--- config.mk ---
export PLATFORM = sky130hd
export DESIGN_NAME = mdl_xxx_bram_load
export DESIGN_NICKNAME = d
export VERILOG_FILES = /design/src/rtl/mdl_xxx_bram_load.sv
export SDC_FILE = /design/constraint.sdc
export NUM_CORES = 1
export LEC_CHECK = 0
export CORE_MARGIN = 1
export CORE_UTILIZATION = 42
export CTS_BUF_LIST = sky130_fd_sc_hd__clkbuf_16
export CTS_CLUSTER_DIAMETER = 60
export CTS_CLUSTER_SIZE = 25
export DETAILED_ROUTE_END_ITERATION = 7
export HOLD_SLACK_MARGIN = 0.15
export PLACE_DENSITY = 0.92
export SETUP_SLACK_MARGIN = 0.5
export SLEW_MARGIN = 30
export SYNTH_ARGS = -nofsm -noshare
export SYNTH_HDL_FRONTEND = slang
export SYNTH_SLANG_ARGS = --single-unit
--- constraint.sdc ---
create_clock -name iSYS_CLK -period 1.98 [get_ports iSYS_CLK]
set_clock_uncertainty 0.15 [all_clocks]
set_input_delay 0.297 -clock iSYS_CLK [delete_from_list [all_inputs] [get_ports iSYS_CLK]]
set_output_delay 0.297 -clock iSYS_CLK [all_outputs]
set_load 0.01 [all_outputs]
--- src/rtl/mdl_xxx_bram_load.sv ---
// Stream-to-BRAM coefficient loader: one 64-bit beat becomes two 32-bit BRAM words.
// Optional Tlast framing check enabled by defining MDL_LOAD_TLAST_CHK_EN.
//
// Ports:
//   iSYS_CLK, iSYS_RST      clock, synchronous active-low reset
//   iFSM_START, oFSM_DONE   start/restart pulse in, load-complete pulse out
//   iWs_T*, oWs_Tready      AXI4-Stream slave (data, valid, last / ready)
//   oB_*A                   BRAM Port A write side (even addresses)
//   oB_*B                   BRAM Port B write side (odd addresses)
//   oERR                    sticky framing error (tied 0 without the macro)
module mdl_xxx_bram_load #(
    parameter int PRM_DAXI   = 64,
    parameter int PRM_ADDR   = 12,
    parameter int PRM_DRAM   = 32,
    parameter int PRM_COEFFS = 4096
) (
    input  logic                iSYS_CLK,
    input  logic                iSYS_RST,
    input  logic                iFSM_START,
    output logic                oFSM_DONE,
    input  logic [PRM_DAXI-1:0] iWs_Tdata,
    input  logic                iWs_Tvalid,
    input  logic                iWs_Tlast,
    output logic                oWs_Tready,
    output logic                oB_enA,
    output logic                oB_weA,
    output logic [PRM_ADDR-1:0] oB_addrA,
    output logic [PRM_DRAM-1:0] oB_dinA,
    output logic                oB_enB,
    output logic                oB_weB,
    output logic [PRM_ADDR-1:0] oB_addrB,
    output logic [PRM_DRAM-1:0] oB_dinB,
    output logic                oERR
);

    localparam logic [PRM_ADDR:0] LAST_BEAT =
        (PRM_ADDR+1)'(PRM_COEFFS/2 - 1);
    localparam logic [PRM_ADDR:0] ONE = (PRM_ADDR+1)'(1);

    typedef enum logic [1:0] {
        S_IDLE,
        S_LOAD,
        S_FLUSH,
        S_DONE
    } state_t;

    state_t              state_q, state_d;
    logic [PRM_ADDR:0]   cnt_q, cnt_d;
    logic                rdy_q, rdy_d;
    logic                wr_q, wr_d;
    logic [PRM_ADDR-1:0] addra_q, addra_d;
    logic [PRM_ADDR-1:0] addrb_q, addrb_d;
    logic [PRM_DRAM-1:0] dina_q, dina_d;
    logic [PRM_DRAM-1:0] dinb_q, dinb_d;

    logic accept;
    logic take;
    logic last;

    // A beat arriving in the same cycle as a restart belongs to the
    // aborted load, so it is accepted but never written.
    assign accept = iWs_Tvalid & rdy_q;
    assign take   = accept & ~iFSM_START;
    assign last   = (cnt_q == LAST_BEAT);

    always_comb begin
        state_d = state_q;
        cnt_d   = cnt_q;
        rdy_d   = rdy_q;
        wr_d    = take;
        addra_d = addra_q;
        addrb_d = addrb_q;
        dina_d  = dina_q;
        dinb_d  = dinb_q;

        if (take) begin
            addra_d = {cnt_q[PRM_ADDR-2:0], 1'b0};
            addrb_d = {cnt_q[PRM_ADDR-2:0], 1'b1};
            dina_d  = iWs_Tdata[PRM_DRAM-1:0];
            dinb_d  = iWs_Tdata[PRM_DAXI-1:PRM_DRAM];
        end

        if (iFSM_START) begin
            state_d = S_LOAD;
            cnt_d   = '0;
            rdy_d   = 1'b1;
        end else begin
            unique case (state_q)
                S_IDLE: begin
                    state_d = S_IDLE;
                end
                S_LOAD: begin
                    if (take) begin
                        cnt_d = cnt_q + ONE;
                        if (last) begin
                            state_d = S_FLUSH;
                            rdy_d   = 1'b0;
                        end
                    end
                end
                S_FLUSH: begin
                    state_d = S_DONE;
                end
                S_DONE: begin
                    state_d = S_IDLE;
                end
                default: begin
                    state_d = S_IDLE;
                    rdy_d   = 1'b0;
                end
            endcase
        end
    end

    always_ff @(posedge iSYS_CLK) begin
        if (!iSYS_RST) begin
            state_q <= S_IDLE;
            cnt_q   <= '0;
            rdy_q   <= 1'b0;
            wr_q    <= 1'b0;
            addra_q <= '0;
            addrb_q <= '0;
            dina_q  <= '0;
            dinb_q  <= '0;
        end else begin
            state_q <= state_d;
            cnt_q   <= cnt_d;
            rdy_q   <= rdy_d;
            wr_q    <= wr_d;
            addra_q <= addra_d;
            addrb_q <= addrb_d;
            dina_q  <= dina_d;
            dinb_q  <= dinb_d;
        end
    end

`ifdef MDL_LOAD_TLAST_CHK_EN
    logic err_q, err_d;

    // Tlast must be high exactly on the final beat of the load.
    always_comb begin
        err_d = err_q;
        if (iFSM_START) begin
            err_d = 1'b0;
        end else if (take && (iWs_Tlast != last)) begin
            err_d = 1'b1;
        end
    end

    always_ff @(posedge iSYS_CLK) begin
        if (!iSYS_RST) begin
            err_q <= 1'b0;
        end else begin
            err_q <= err_d;
        end
    end

    assign oERR = err_q;
`else
    logic unused_tlast;
    assign unused_tlast = iWs_Tlast;
    assign oERR         = 1'b0;
`endif

    assign oFSM_DONE  = (state_q == S_DONE);
    assign oWs_Tready = rdy_q;
    assign oB_enA     = wr_q;
    assign oB_weA     = wr_q;
    assign oB_enB     = wr_q;
    assign oB_weB     = wr_q;
    assign oB_addrA   = addra_q;
    assign oB_addrB   = addrb_q;
    assign oB_dinA    = dina_q;
    assign oB_dinB    = dinb_q;

endmodule

==> key figures <==
Hold path
  • Worst Hold Depth: 3
  • Worst min-delay path class: in -> reg

Final layout
  • Layout cell share with drive strength beyond 1: 0.1407
  • Nets: 672
  • Non-filler cells, final: 712
  • P&R area growth vs syn: 60.38%
  • Post-route cell area: 6012 µm²
  • Diode count: 0
  • Layout Utilization: 0.6928

CTS
  • Hold bufs inserted after CTS: 0
  • Num Clock Sinks: 93
  • Clk root buf: clkbuf_16
  • CTS Buf Count: 9
  • H-tree lvl count: 3
  • Skew-Pair Late Insertion Delay: 0.34 ns
  • Clk buf depth: 2
  • CTS clk-pin slew, worst paths: 0.07 ns
  • CTS tree: built

Job
  • Max_cap viols: 0

Floorplan
  • Total core area: 8678 µm²
  • Die W: 96.48 µm
  • # IOs: 164
  • Die area: 9307 µm²
  • Num rows: 34
  • Initial cell density of the core: 0.4319
  • Height of the die: 96.48 µm

Global route
  • Largest net degree at the start of global routing: 43
  • Vias in the first global route: 3524
  • First-pass GRT wire length: 16690 µm
  • Initial antenna violation count: 0
  • Gr usage total: 0.2348
  • Remaining Overflow, GRT: 0

Worst setup path
  • Worst setup EP type: register
  • Crit-path cells: ha_4, nor3b_4, buf_4, nand4bb_4, and3_4, o31a_1
  • End of the critical path: state_q[0]
  • Startpoint Class: register
  • CP Max Fanout: 3
  • CP required: 2.06 ns
  • R2r endpoint: state_q[0]
  • Crit Path Category: reg -> reg
  • Buf/Inv on CP: 1
  • Top Family by Delay on Critical Path: simple AND/OR/NAND/NOR gates
  • Max incr delay on CP: 0.36 ns
  • Worst path slowest cell: dfxtp_4
  • WP data arrival: 1.78 ns
  • Cells on worst reg2reg path: 6
  • Critical Path Start: cnt_q[0]
  • Worst reg2reg startpoint: cnt_q[0]
  • WP depth: 6
  • R2r setup slk: 0.28 ns

STA
  • Final Max Slew Viols: 0
  • Final Hold Violating Endpoints: 0
  • Final setup viols: 0
  • RSZ-0062 raised after global routing: yes
  • Max Clock Freq: 586.9 MHz
  • Worst hold slack: 0.2039 ns
  • Final worst-path cycle share: 0.8606
  • Setup TNS: 0 ns
  • Post-route minimum period: 1.704 ns

Route
  • DRT Wirelength: 11120 µm
  • Avg WL per Cell: 15.62 µm
  • Remaining routing DRC violations: 0
  • Via Count: 3628
  • Drt initial violations: 123
  • Vias per cell: 5.096
  • First-pass iteration count of the detailed router: 5
  • DRT antenna net count: 0

Placed design
  • Gpl congestion: 0.8020
  • Final HPWL DP: 6830 µm
  • Cell Area, Placed: 5418 µm²
  • Input/output buffers: 160
  • Placed Cells: 675

Yosys
  • Post-synthesis sequential area ratio: 0.4967
  • Library cells used by synthesis: 37
  • Synth area leaders: dfxtp_1 (50%), nand2_1 (16%), a21boi_0 (15%), buf_4 (3.4%), xnor2_1 (1.9%)
  • Top cell type's share of synthesized area: 0.4967
  • Avg Inst Size Synth: 8.500 µm²
  • Synth warn: 0
  • Leading area contributor after synthesis: dfxtp_1
  • Syn Inst Count: 441
  • #FFs+latches synth: 93
  • Post-Syn Area: 3749 µm²

Power
  • Static Leak: 2.641 nW
  • Power Density: 686.5 nW/µm²
  • Maximum VDD drop: 0.4259 mV

Status
  • Status: completed
-- sequential cells by signal, summed over array words and instances, names as in the netlist --
signal	flops
oWs_Tready	1
oB_dinA	32
cnt_q	13
oB_enA	1
oB_dinB	32
oB_addrB	12
state_q	2
-- per-stage QoR --
step	power [mW]	setup slack, ns
after global placement	2.349	0.04363
final	4.127	0.2760
after floorplan	2.116	0.4162
after global routing	4.279	0.2242
after CTS	4.115	0.3249
after detailed placement	2.362	-0.03195
-- report_power, final --
part           switching (mW)  leakage (nW)  internal (mW)
sequential             0.0237         0.758           1.91
clock                   0.791         0.153           1.00
combinational           0.167          1.73          0.238
total                   0.982          2.64           3.14
-- final cells by class --
class | instances | area, µm²
timing repair buffer | 190 | 1833
fill | 684 | 2666
inverter | 5 | 18.77
tap | 108 | 135.1
sequential | 93 | 1883
clock inverter | 7 | 83.83
clock buffer | 9 | 225.2
multi-input combinational | 300 | 1833
-- worst min path at each step --
stage                            from  slack (ns)     endpoint
final                        iSYS_RST        0.20    cnt_q[12]
after global routing         iSYS_RST        0.22    cnt_q[12]
after CTS                    iSYS_RST        0.19    cnt_q[12]
after detailed placement  oB_addrB[0]        0.30  oB_addrB[0]
after global placement    oB_addrB[0]        0.29  oB_addrB[0]
after floorplan            iFSM_START        0.28   state_q[0]
-- cell usage after synthesis --
cell / n
nand2_1: 155
dfxtp_1: 93
a21boi_0: 76
buf_4: 17
clkbuf_1: 17
nor2_1: 14
buf_2: 9
xnor2_1: 8
nand3_1: 6
inv_1: 5
ha_1: 4
nor3_1: 4
a21oi_1: 3
nand4_1: 2
nor3b_1: 2
nor4_2: 2
o21ai_0: 2
or2_1: 2
xor2_1: 2
a211oi_1: 1
a21o_1: 1
a31o_2: 1
and3_1: 1
and3b_1: 1
and4_1: 1
buf_1: 1
conb_1: 1
nand2b_1: 1
nand4_4: 1
nand4b_1: 1
nand4bb_1: 1
nor4_1: 1
o311a_1: 1
o31a_1: 1
o31ai_1: 1
or2b_1: 1
or3_1: 1
-- cell families after synthesis --
group / share of synthesized area
adders and majority gates: 0.01335
buffers and inverters: 0.06909
and+or+nand+nor: 0.2243
other: 0.001000
xor gates and xnor gates: 0.02337
AOI/OAI and AO/OA: 0.1722
DFF: 0.4967
-- cell usage in the layout (no fill, tap or decap), types with 5 or more instances in the layout --
cell type | Yosys | final
a21boi_1 | 0 | 5
dfxtp_1 | 93 | 84
xnor2_1 | 8 | 7
nand2_1 | 155 | 155
buf_4 | 17 | 17
buf_12 | 0 | 5
buf_6 | 0 | 5
nor2_1 | 14 | 13
dlygate4sd2_1 | 0 | 90
clkdlybuf4s50_1 | 0 | 64
a21boi_0 | 76 | 71
dfxtp_2 | 0 | 5
clkbuf_16 | 0 | 10
-- worst min-delay path, delay by kind of cell --
family	cells	cell delay (ns)
AOI/OAI and AO/OA	1	0.05
buffers and inverters	1	0.12
and+or+nand+nor	1	0.18
-- per-layer routing --
| layer | up-vias | GRT usage | wire length [µm] |
|---|---|---|---|
| met4 | 0 | 0.1152 | 286 |
| met1 | 1709 | 0.2529 | 4316 |
| met2 | 153 | 0.4196 | 5745 |
| met3 | 32 | 0.06651 | 775 |
| li1 | 1734 | - | - |
| met5 | - | 0 | 0 |
-- repair_timing --
action	in CTS	in global routing
gates resized for setup	124	24
setup endpoints to repair	181	95
buffers inserted	12	6
pin swaps	22	14
gates cloned	2	1
(Power assumes the default switching activity.)
